==> src/rtl/riscv_pkg.sv <==
// riscv_pkg: shared encodings and helpers for the hazard control unit
package riscv_pkg;
  localparam logic [1:0] FWD_RF  = 2'b00;
  localparam logic [1:0] FWD_WB  = 2'b01;
  localparam logic [1:0] FWD_MEM = 2'b10;
  localparam int MD_LATENCY_DEF = 8;
  typedef enum logic {MD_IDLE, MD_BUSY} md_state_t;
  function automatic logic [1:0] fwd_sel(
    input logic [4:0] rs,
    input logic       rw_m,
    input logic [4:0] rd_m,
    input logic       rw_w,
    input logic [4:0] rd_w
  );
    return (rw_m && rd_m != 5'd0 && rd_m == rs) ? FWD_MEM :
           (rw_w && rd_w != 5'd0 && rd_w == rs) ? FWD_WB : FWD_RF;
  endfunction
endpackage

==> src/rtl/hazard_md_timer.sv <==
// hazard_md_timer: stall sequencer for multi-cycle ops occupying EX
module hazard_md_timer
  import riscv_pkg::*;
#(
  parameter int MD_LATENCY = MD_LATENCY_DEF
) (
  input  logic clk,
  input  logic reset,
  input  logic start,
  output logic busy_stall,
  output logic done
);
  localparam int CW = $clog2(MD_LATENCY);
  localparam logic [CW-1:0] LOAD = CW'(MD_LATENCY - 1);
  md_state_t state, state_n;
  logic [CW-1:0] cnt, cnt_n;
  logic last;
  assign last = cnt == CW'(1);
  always_ff @(posedge clk) begin
    if (reset) begin
      state <= MD_IDLE;
      cnt   <= '0;
    end else begin
      state <= state_n;
      cnt   <= cnt_n;
    end
  end
  // start is only sampled in IDLE, so a held level cannot retrigger mid-op
  always_comb begin
    state_n = (state == MD_IDLE) ? (start ? MD_BUSY : MD_IDLE) : (last ? MD_IDLE : MD_BUSY);
    cnt_n   = (state == MD_IDLE) ? (start ? LOAD : cnt) : cnt - CW'(1);
  end
  always_comb begin
    busy_stall = !reset && ((state == MD_IDLE && start) || (state == MD_BUSY && !last));
    done       = !reset && state == MD_BUSY && last;
  end
endmodule

==> src/rtl/hazard_ctrl_unit.sv <==
// hazard_ctrl_unit: forwarding, load-use/control hazard and multi-cycle stall control
module hazard_ctrl_unit
  import riscv_pkg::*;
#(
  parameter int MD_LATENCY = MD_LATENCY_DEF,
  parameter int CNT_W      = 32
) (
  input  logic             clk,
  input  logic             reset,
  input  logic [4:0]       rs1_D,
  input  logic [4:0]       rs2_D,
  input  logic [4:0]       rs1_E,
  input  logic [4:0]       rs2_E,
  input  logic [4:0]       rd_E,
  input  logic             MemRead_E,
  input  logic [4:0]       rd_M,
  input  logic [4:0]       rd_W,
  input  logic             RegWrite_M,
  input  logic             RegWrite_W,
  input  logic             PCSrc_E,
  input  logic             MulDivStart_E,
  output logic             StallF,
  output logic             StallD,
  output logic             StallE,
  output logic             FlushD,
  output logic             FlushE,
  output logic             FlushM,
  output logic [1:0]       ForwardAE,
  output logic [1:0]       ForwardBE,
  output logic             MulDivDone_E,
  output logic [CNT_W-1:0] stall_cycles
);
  logic busy, done, lw;
  hazard_md_timer #(.MD_LATENCY(MD_LATENCY)) u_md (
    .clk       (clk),
    .reset     (reset),
    .start     (MulDivStart_E),
    .busy_stall(busy),
    .done      (done)
  );
  assign lw = MemRead_E && rd_E != 5'd0 && (rd_E == rs1_D || rd_E == rs2_D);
  // a multi-cycle stall overrides load-use and redirect; a redirect cancels the load-use stall
  always_comb begin
    ForwardAE    = reset ? FWD_RF : fwd_sel(rs1_E, RegWrite_M, rd_M, RegWrite_W, rd_W);
    ForwardBE    = reset ? FWD_RF : fwd_sel(rs2_E, RegWrite_M, rd_M, RegWrite_W, rd_W);
    StallF       = !reset && (busy || (lw && !PCSrc_E));
    StallD       = StallF;
    StallE       = !reset && busy;
    FlushD       = !reset && !busy && PCSrc_E;
    FlushE       = !reset && !busy && (lw || PCSrc_E);
    FlushM       = !reset && busy;
    MulDivDone_E = !reset && done;
  end
  always_ff @(posedge clk) begin
    if (reset) stall_cycles <= '0;
    else if (StallF && !(&stall_cycles)) stall_cycles <= stall_cycles + CNT_W'(1);
  end
endmodule

==> config.mk <==
export PLATFORM = sky130hd
export DESIGN_NAME = hazard_ctrl_unit
export DESIGN_NICKNAME = d
export VERILOG_FILES = /design/src/rtl/riscv_pkg.sv /design/src/rtl/hazard_md_timer.sv /design/src/rtl/hazard_ctrl_unit.sv
export SDC_FILE = /design/constraint.sdc
export NUM_CORES = 1
export LEC_CHECK = 0
export ABC_AREA = 0
export CORE_ASPECT_RATIO = 1.4
export CORE_MARGIN = 2
export CORE_UTILIZATION = 48
export DETAILED_ROUTE_END_ITERATION = 6
export GPL_TIMING_DRIVEN = 1
export PLACE_DENSITY = 0.95
export SYNTH_ARGS = -nofsm -noshare
export SYNTH_HDL_FRONTEND = slang
export SYNTH_SLANG_ARGS = --single-unit
==> constraint.sdc <==
create_clock -name clk -period 5.4 [get_ports clk]
set_input_delay 0.54 -clock clk [delete_from_list [all_inputs] [get_ports clk]]
set_output_delay 0.54 -clock clk [all_outputs]
set_load 0.05 [all_outputs]
==> run metrics, run 1 <==
fin crit period=3.785 ns; number of global-route vias before repair=2425; drt first pass iters=4; DRT antenna net count=0; Fillers=361; drc violations=0; IO Pins=85; Least-Margin Pin Slew=0.9685 ns; final hold vios=0; Synth Instances=283; status=complete, no violations; #FFs+latches synth=36; # hold bufs at CTS=0; clk root buf=clkbuf_8; syn_area_per_cell=8.095 um^2; # resized after CTS=0; share of layout cells above drive strength 1=0.06061; unrepaired setup endpoints after global routing=false; Static Leak=0.001013 uW; total number of yosys warnings=0; Seq/Total Area, Yosys=0.3146; peak supply drop=0.1265 mV; CTS tree=built; Die W=62.39 um; kind of critical path=primary input to primary output; post-CTS setup buffers=0; Max clock buf depth=2; hpwl dp=4849 um; setup TNS=0 ns; first-pass GRT wire length=10340 um; commonest non-fill, non-tap cell in the layout=clkdlybuf4s50_1; Pwr Density=182.1 mW/mm^2; initial core utilization=0.5011; Die H=85.74 um; area grow syn2layout=41.73%; DR iter-0 viols=152; Hold Crit Class=flop to flop; port bufs=84; clk_lat worst skew=0.29 ns; Core ar.=0.004572 mm^2; Total GRT Usage=0.2330; die area=0.005349 mm^2; Worst setup EP type=primary output; H-tree levels=2; via/cell ratio=5.913; routed wire length=6223 um; clock sink total=36; CP max FO=4; CTS Buf Count=5; worst setup margin=1.615 ns; row cnt=29; CP Launch Type=primary input; Max Fclk=264.2 MHz; commonest non-fill, non-tap cells in the layout=84 x clkdlybuf4s50_1, 36 x dfxtp_1, 27 x a21oi_1; clock skew=0.007272 ns; ANT cells=0; final net count=407; register area=720.7 um^2; worst slack at placement=1.667 ns; pin count of the biggest net entering global routing=42; WL per Instance=14.64 um; Max Cap Violations=0; relative slew slack=0.3515; initial antenna violation count=0; gr ovfl total=0; routability-driven placement congestion ratio=0.8293; Non-Filler Instances=425; Slew Limit Fails=0; synthesized area=0.002291 mm^2; Vias=2513; clock-pin slew on the worst setup and hold paths=0.07 ns; Final Cycle Share=0.7009; Arrival @ worst endpoint=3.24 ns; area of the multi-input gates=0.001466 mm^2; Synthesized Nets=328; CP required=4.86 ns; DP Cell Count=417; Synth cell types=45; Setup violations, final=0
cell usage after synthesis, drive strengths merged:
cell,n,area share
o2111ai,1,0.0066
and3,2,0.0055
or3,12,0.033
nand3b,1,0.0033
clkbuf,6,0.0098
ha,3,0.016
buf,7,0.017
inv,11,0.018
o211ai,5,0.016
dfxtp,36,0.31
a41oi,1,0.0038
nor3,7,0.020
nor4,5,0.020
o21bai,1,0.0049
xnor2,20,0.076
or2,5,0.014
o22ai,1,0.0027
nand3,21,0.046
o41ai,1,0.0038
o31ai,15,0.049
a21oi,27,0.059
nor2b,2,0.0055
and2,4,0.011
o311ai,2,0.0076
mux2,1,0.0049
nand4,6,0.023
or4,19,0.062
and3b,1,0.0055
o21ai,15,0.034
a211oi,2,0.0066
nand2,18,0.029
xor2,11,0.042
o21a,1,0.0033
nor2,12,0.020
a311oi,1,0.0038
sequential cells by signal, indices dropped and copies added, names as in the netlist:
| name | cells |
|---|---|
| stall_cycles | 32 |
| u_md.state | 1 |
| u_md.cnt | 3 |
through the flow:
step | cell area [um^2] | utilization | power (uW) | hold slack (ns)
6_report | 3247 | 0.7102 | 591.1 | 0.5010
5_1_grt | 3247 | 0.7102 | 615.2 | 0.5249
4_1_cts | 3247 | 0.7102 | 593.0 | 0.4997
3_5_place_dp | 3154 | 0.6899 | 398.9 | 0.4845
3_3_place_gp | 3154 | 0.6899 | 394.4 | 0.4558
2_1_floorplan | 2291 | - | 344.4 | 0.4403
layout make-up:
cell class,count,area share
clock buffer,6,0.02543
sequential,36,0.2220
multi-input combinational,223,0.4516
tap,62,0.02389
timing repair buffer,85,0.2613
clock inverter,2,0.003083
inverter,11,0.01272
power breakdown:
group | internal, uW | leakage, uW | total [uW] | switching [uW]
clock network | 102 | 0.0000510 | 198 | 96.7
logic | 57.8 | 0.000671 | 119 | 61.2
registers | 269 | 0.000291 | 274 | 4.42
total | 429 | 0.00101 | 591 | 162
cell families after synthesis:
kind of cell,Yosys count,synth area share
AND/OR/NAND/NOR,115,0.2982
AO/OA/AOI/OAI,73,0.2021
flip-flops,36,0.3146
XOR/XNOR,31,0.1185
buffers and inverters,24,0.04533
adder cells (fa/ha/maj),3,0.01639
multiplexers,1,0.004915
routing by layer:
layer / global-route usage / routed length (um) / vias to the layer above
met4: 0.07879 / 121 / 0
met3: 0.03806 / 375 / 14
met5: 0 / 0 / -
li1: - / - / 1219
met1: 0.2338 / 2225 / 1178
met2: 0.4783 / 3500 / 102
worst paths after layout:
check	from	end	slack, ns	cells after the start
setup reg to reg	u_md.cnt[1]$_SDFFE_PP0P_	stall_cycles[13]$_SDFFE_PP0P_	2.94	8
hold reg to reg	u_md.cnt[2]$_SDFFE_PP0P_	u_md.cnt[2]$_SDFFE_PP0P_	0.50	1
setup / recovery	rd_M[1]	ForwardBE[0]	1.62	6
hold / removal	u_md.cnt[2]$_SDFFE_PP0P_	u_md.cnt[2]$_SDFFE_PP0P_	0.50	1
critical path: stages:
cell,delay (ns)
clkdlybuf4s50_1,0.47
or4_1,0.52
o21ai_0,0.35
nor3_1,0.11
nor4_1,0.37
clkdlybuf4s50_1,0.87
(Power assumes the default switching activity.)
==> inputs of run 2 (changes only) <==
--- a/config.mk
+++ b/config.mk
@@ -8,10 +8,10 @@
 export ABC_AREA = 0
 export CORE_ASPECT_RATIO = 1.4
 export CORE_MARGIN = 2
-export CORE_UTILIZATION = 48
+export CORE_UTILIZATION = 40
 export DETAILED_ROUTE_END_ITERATION = 6
 export GPL_TIMING_DRIVEN = 1
-export PLACE_DENSITY = 0.95
+export PLACE_DENSITY = 0.88
 export SYNTH_ARGS = -nofsm -noshare
 export SYNTH_HDL_FRONTEND = slang
 export SYNTH_SLANG_ARGS = --single-unit
==> constraint.sdc (replaced) <==
create_clock -name clk -period 3.4 [get_ports clk]
set_input_delay 0.34 -clock clk [delete_from_list [all_inputs] [get_ports clk]]
set_output_delay 0.34 -clock clk [all_outputs]
set_load 0.05 [all_outputs]
==> run 2 against run 1 <==
- hold slack got worse by 0.018 ns
- flip-flop and latch count is the same
- die area is 19% higher
- first-iteration DRC count decreased by 17%
- clock power rose by 47%
- sequential share of layout area is 0.20 points lower
- cell count rose by 1.4%
- global-route usage shrank 2.8 points
- critical endpoint is now ForwardBE[1]
- combinational power rose by 65%
- register-to-register slack got worse by 2.0 ns
- clock skew up 0.0033 ns
- wire length hardly changed
==> run metrics, run 2 (same netlist as run 1, synthesis figures left out) <==
worst slack at placement=0.5639 ns (-1.103 ns); fin area=0.003277 mm^2 (+0.92%); final net count=408 (+0.25%); CP max FO=4 (unchanged); DR iter-0 viols=126 (-17%); dpl cell area=0.003199 mm^2 (+1.4%); cell-internal power=663.2 uW (+55%); Fillers=486 (+35%); Max clock buf depth=2 (unchanged); combinational share of power=0.213 (+0.012); largest registers=stall_cycles (32), u_md.cnt (3), u_md.state (1); die area=0.006357 mm^2 (+19%); via/cell ratio=5.833 (-1.4%); WL per Instance=14.44 um (-1.4%); fin crit period=2.847 ns; Pwr Density=281.4 mW/mm^2 (+55%); Net Sw Frac=0.2807 (+0.006174); setup TNS=0 ns (unchanged); routed wire length=6222 um (about the same); Die H=93.55 um (+9.1%); Final Cycle Share=0.8374; Worst Hold Launch=u_md.cnt[2]$_SDFFE_PP0P_; Die W=67.96 um (+8.9%); Finished Core Util=0.5931 (-0.1171); Reg power frac=0.471 (+0.008); first-pass GRT wire length=10210 um (-1.2%); Least-Margin Pin Slew=0.9113 ns (-0.05720 ns); peak supply drop=0.1167 mV (-7.8%); max reg flops=32 (unchanged); ANT cells=0 (unchanged); worst setup margin=0.5530 ns (-1.062 ns); clock sink total=36 (unchanged); clk_lat worst skew=0.30 ns (about the same); Max Cap Violations=0 (unchanged); Total GRT Usage=0.2051 (-0.02791); share of total power in the clock network=0.317 (-0.019); DRT antenna net count=0 (unchanged); Worst R2R End=stall_cycles[15]$_SDFFE_PP0P_; Core ar.=0.005525 mm^2 (+21%); clock-pin slew on the worst setup and hold paths=0.07 ns (about the same); Arrival @ worst endpoint=2.51 ns (-0.73 ns); gr ovfl total=0 (unchanged); H-tree levels=2 (unchanged); relative slew slack=0.3898 (+0.03830); switching pwr=258.9 uW (+60%); Worst setup EP type=primary output; Hold Crit Class=flop to flop; IO Pins=85 (unchanged); kind of critical path=primary input to primary output; number of global-route vias before repair=2316 (-4.5%); commonest non-fill, non-tap cell in the layout=clkdlybuf4s50_1; CP Launch Type=primary input; CP required=3.06 ns (-1.80 ns); initial antenna violation count=0 (unchanged); post-CTS setup buffers=0 (unchanged); pin count of the biggest net entering global routing=37 (-12%); Max Fclk=351.2 MHz; Vias=2514 (+0.040%); Hold Path Cell Cnt=1 (unchanged); worst hold margin=0.4832 ns (-0.01780 ns); area grow syn2layout=43.04%; FF-to-FF Start=u_md.cnt[1]$_SDFFE_PP0P_; # hold bufs at CTS=0 (unchanged); reg2reg setup slack=0.93 ns (-2.01 ns); routability-driven placement congestion ratio=0.8092 (-2.4%); drc violations=0 (unchanged); R2R cell count=8 (unchanged); status=complete, no violations; final hold vios=0 (unchanged); Setup violations, final=0 (unchanged); unrepaired setup endpoints after global routing=false; Slew Limit Fails=0 (unchanged); row cnt=32 (+10%); hpwl dp=4767 um (-1.7%); clock skew=0.01061 ns (+0.003339 ns); commonest non-fill, non-tap cells in the layout=76 x clkdlybuf4s50_1, 36 x dfxtp_1, 27 x a21oi_1; clk root buf=clkbuf_8; Hold Path End=u_md.cnt[2]$_SDFFE_PP0P_; initial core utilization=0.4146 (-0.08647); share of layout cells above drive strength 1=0.07989 (+0.01928); port bufs=84 (unchanged); crit path from=rd_M[1]; # resized after CTS=0 (unchanged); CTS tree=built; drt first pass iters=4 (unchanged); Top reg by flops=stall_cycles; CTS Buf Count=5 (unchanged); Static Leak=0.001035 uW (+2.1%)
## run 2: changes by cell type in the layout (fill, tap and decap cells not counted)
cell	before	now
clkdlybuf4s50_1	84	76
clkbuf_8	6	5
clkinv_2	2	1
buf_12	0	4
clkbuf_1	0	1
buf_4	1	6
## run 2: worst max-delay path: stages
cell	delay (ns)
clkdlybuf4s50_1	0.47
or4_1	0.53
o21ai_0	0.35
nor4_1	0.10
clkdlybuf4s50_1	0.71
## run 2: layer usage
layer / part of all wire / track usage / vias to the layer above
li1: - / - / 1217
met5: 0 / 0 / -
met1: 0.39 / 0.2323 / 1191
met4: 0.023 / 0.07833 / 0
met3: 0.058 / 0.04813 / 17
met2: 0.53 / 0.3600 / 89
## run 2: power groups by stage
stage | combinational, uW | sequential (uW) | clock [uW]
after floorplan | 102 | 445 | 0
after global placement | 192 | 443 | 0
after detailed placement | 197 | 443 | 0
after CTS | 197 | 434 | 297
after global routing | 212 | 435 | 313
final | 196 | 434 | 292
## run 2: worst max path at each step
stage          depth (start not counted)  slack (ns)            to
2_1_floorplan                          4        0.25  ForwardAE[0]
6_report                               5        0.55  ForwardBE[1]
3_3_place_gp                           5        0.59  ForwardBE[1]
5_1_grt                                5        0.41  ForwardBE[1]
4_1_cts                                8        0.56        FlushE
3_5_place_dp                           6        0.56        FlushE
## run 2: final cells by class
type | instances | area [um^2] | area share
sequential | 36 | 720.7 | 0.2199
timing repair buffer | 86 | 885.9 | 0.2703
clock buffer | 6 | 72.57 | 0.02215
multi-input combinational | 223 | 1466 | 0.4475
inverter | 11 | 41.29 | 0.01260
tap | 68 | 85.08 | 0.02596
clock inverter | 1 | 5.005 | 0.001527
## run 2: per-stage QoR
step	cells	power [uW]
2_1_floorplan	283	547.0
3_3_place_gp	424	634.7
3_5_place_dp	424	640.0
4_1_cts	431	928.2
5_1_grt	431	960.5
6_report	431	922.1
==> inputs of run 3 (changes only) <==
==> constraint.sdc (replaced) <==
create_clock -name clk -period 2.61 [get_ports clk]
set_input_delay 0.261 -clock clk [delete_from_list [all_inputs] [get_ports clk]]
set_output_delay 0.261 -clock clk [all_outputs]
set_load 0.05 [all_outputs]
==> run 3 against run 2 <==
- largest power group unchanged
- power increased by 37%
- clock-buffer cell count increased by 1
- hold slack improved by 0.014 ns
- non-clock buffer count increased by 9
- critical path type unchanged
- die area unchanged
==> run metrics, run 3 (same netlist as run 1, synthesis figures left out) <==
status=complete, no violations; initial core utilization=0.4146 (unchanged); Non-Filler Instances=441 (+2.3%); peak supply drop=0.2224 mV (+91%); clock-pin slew on the worst setup and hold paths=0.08 ns (about the same); delay-heaviest family, CP=simple AND/OR/NAND/NOR gates; clk_lat worst skew=0.29 ns (about the same); post-CTS setup buffers=0 (unchanged); Max clock buf depth=2 (unchanged); pin count of the biggest net entering global routing=31 (-16%); final hold vios=0 (unchanged); unrepaired setup endpoints after global routing=false; port bufs=84 (unchanged); drt first pass iters=4 (unchanged); Max Fclk=412.9 MHz; IO Pins=85 (unchanged); CTS Buf Count=5 (unchanged); Pwr Density=369.7 mW/mm^2 (+31%); die area=0.006357 mm^2 (unchanged); Least-Margin Pin Slew=0.6394 ns (-0.2719 ns); Worst setup EP type=primary output; Max Cap Violations=0 (unchanged); setup TNS=0 ns (unchanged); hpwl dp=5053 um (+6.0%); Top reg by flops=stall_cycles; final net count=417 (+2.2%); share of layout cells above drive strength 1=0.1180 (+0.03807); WL per Instance=14.64 um (+1.4%); Final Power=1267 uW (+37%); row cnt=32 (unchanged); relative slew slack=0.5698 (+0.1800); area grow syn2layout=49.65%; Static Leak=0.001104 uW (+6.7%); fin crit period=2.422 ns; clock skew=0.009583 ns (-0.001027 ns); Vias=2491 (-0.91%); max incr delay on CP=0.53 ns (-0.18 ns); fin area=0.003428 mm^2 (+4.6%); commonest non-fill, non-tap cells in the layout=73 x clkdlybuf4s50_1, 36 x dfxtp_1, 27 x a21oi_1; largest registers=stall_cycles (32), u_md.cnt (3), u_md.state (1); drc violations=0 (unchanged); max reg flops=32 (unchanged); Final Cycle Share=0.9278; CP bufs+invs=2 (unchanged); gr ovfl total=0 (unchanged); clk root buf=clkbuf_8; clock sink total=36 (unchanged); H-tree levels=2 (unchanged); Hold Crit Class=flop to flop; Slew Limit Fails=0 (unchanged); via/cell ratio=5.649 (-3.2%); Fillers=486 (unchanged); Total GRT Usage=0.2158 (+0.01065); DR iter-0 viols=99 (-21%); Core ar.=0.005525 mm^2 (unchanged); dpl cell area=0.003334 mm^2 (+4.2%); ANT cells=0 (unchanged); Finished Core Util=0.6205 (+0.02740); # hold bufs at CTS=0 (unchanged); routed wire length=6455 um (+3.7%); first-pass GRT wire length=10720 um (+5.0%); CTS tree=built; routability-driven placement congestion ratio=0.8350 (+3.2%); Die H=93.55 um (unchanged); CP Launch Type=primary input; CP required=2.35 ns (-0.71 ns); number of global-route vias before repair=2482 (+7.2%); CP max FO=3 (-1); Worst path slowest cell=or4_1; kind of critical path=primary input to primary output; worst path cell trace=clkdlybuf4s50_1 -> or4_1 -> o21ai_1 -> nor3_1 -> nor4_2 -> buf_12; DRT antenna net count=0 (unchanged); Setup violations, final=0 (unchanged); commonest non-fill, non-tap cell in the layout=clkdlybuf4s50_1; initial antenna violation count=0 (unchanged); Die W=67.96 um (unchanged); DP Cell Count=433 (+2.1%); Arrival @ worst endpoint=2.16 ns (-0.35 ns)
==> run 3: cell types whose count changed in the layout (fill, tap and decap cells not counted), sizes merged <==
cell           delta
buf              +12
clkbuf            +1
clkdlybuf4s50     -3
clkinv            -1
clkinvlp          +1
==> run 3: path summary, 6_finish.rpt <==
check	cells after the start	start	slack, ns	endpoint
worst min-delay path	1	u_md.cnt[2]$_SDFFE_PP0P_	0.50	u_md.cnt[2]$_SDFFE_PP0P_
worst min register to register	1	u_md.cnt[2]$_SDFFE_PP0P_	0.50	u_md.cnt[2]$_SDFFE_PP0P_
worst max register to register	7	stall_cycles[13]$_SDFFE_PP0P_	0.31	stall_cycles[27]$_SDFFE_PP0P_
worst max-delay path	6	rd_M[1]	0.19	ForwardAE[0]
==> run 3: power by group <==
part | leakage, uW | internal (uW) | switching (uW)
Clock | 0.0000445 | 215 | 210
Sequential | 0.000291 | 557 | 8.84
Combinational | 0.000768 | 142 | 135
Total | 0.00110 | 913 | 354
==> run 3: final cells by class <==
class,instances,area [um^2],share of cell area
clock buffer,7,86.33,0.02518
clock inverter,1,7.507,0.002190
inverter,11,41.29,0.01204
multi-input combinational,223,1479,0.4314
sequential,36,720.7,0.2102
tap,68,85.08,0.02482
timing repair buffer,95,1008,0.2942
==> run 3: metal layers <==
layer,wire (um),track usage,share of wire
met5,0,0,0
met4,129,0.07500,0.020
met3,328,0.05174,0.051
met2,3588,0.4094,0.56
met1,2408,0.2187,0.37
==> run 3: timing repair <==
item                       in CTS  in global routing
hold endpoints to repair        0                  0
resized for setup               0                  1
setup endpoints to repair       0                  2
==> run 3: metrics by stage <==
step | setup WS [ns] | hold slack (ns)
after floorplan | 0.1249 | 0.4325
after global placement | 0.1263 | 0.4642
after detailed placement | 0.09086 | 0.4845
after CTS | 0.07620 | 0.4961
after global routing | 0.07734 | 0.5063
final | 0.1883 | 0.4976
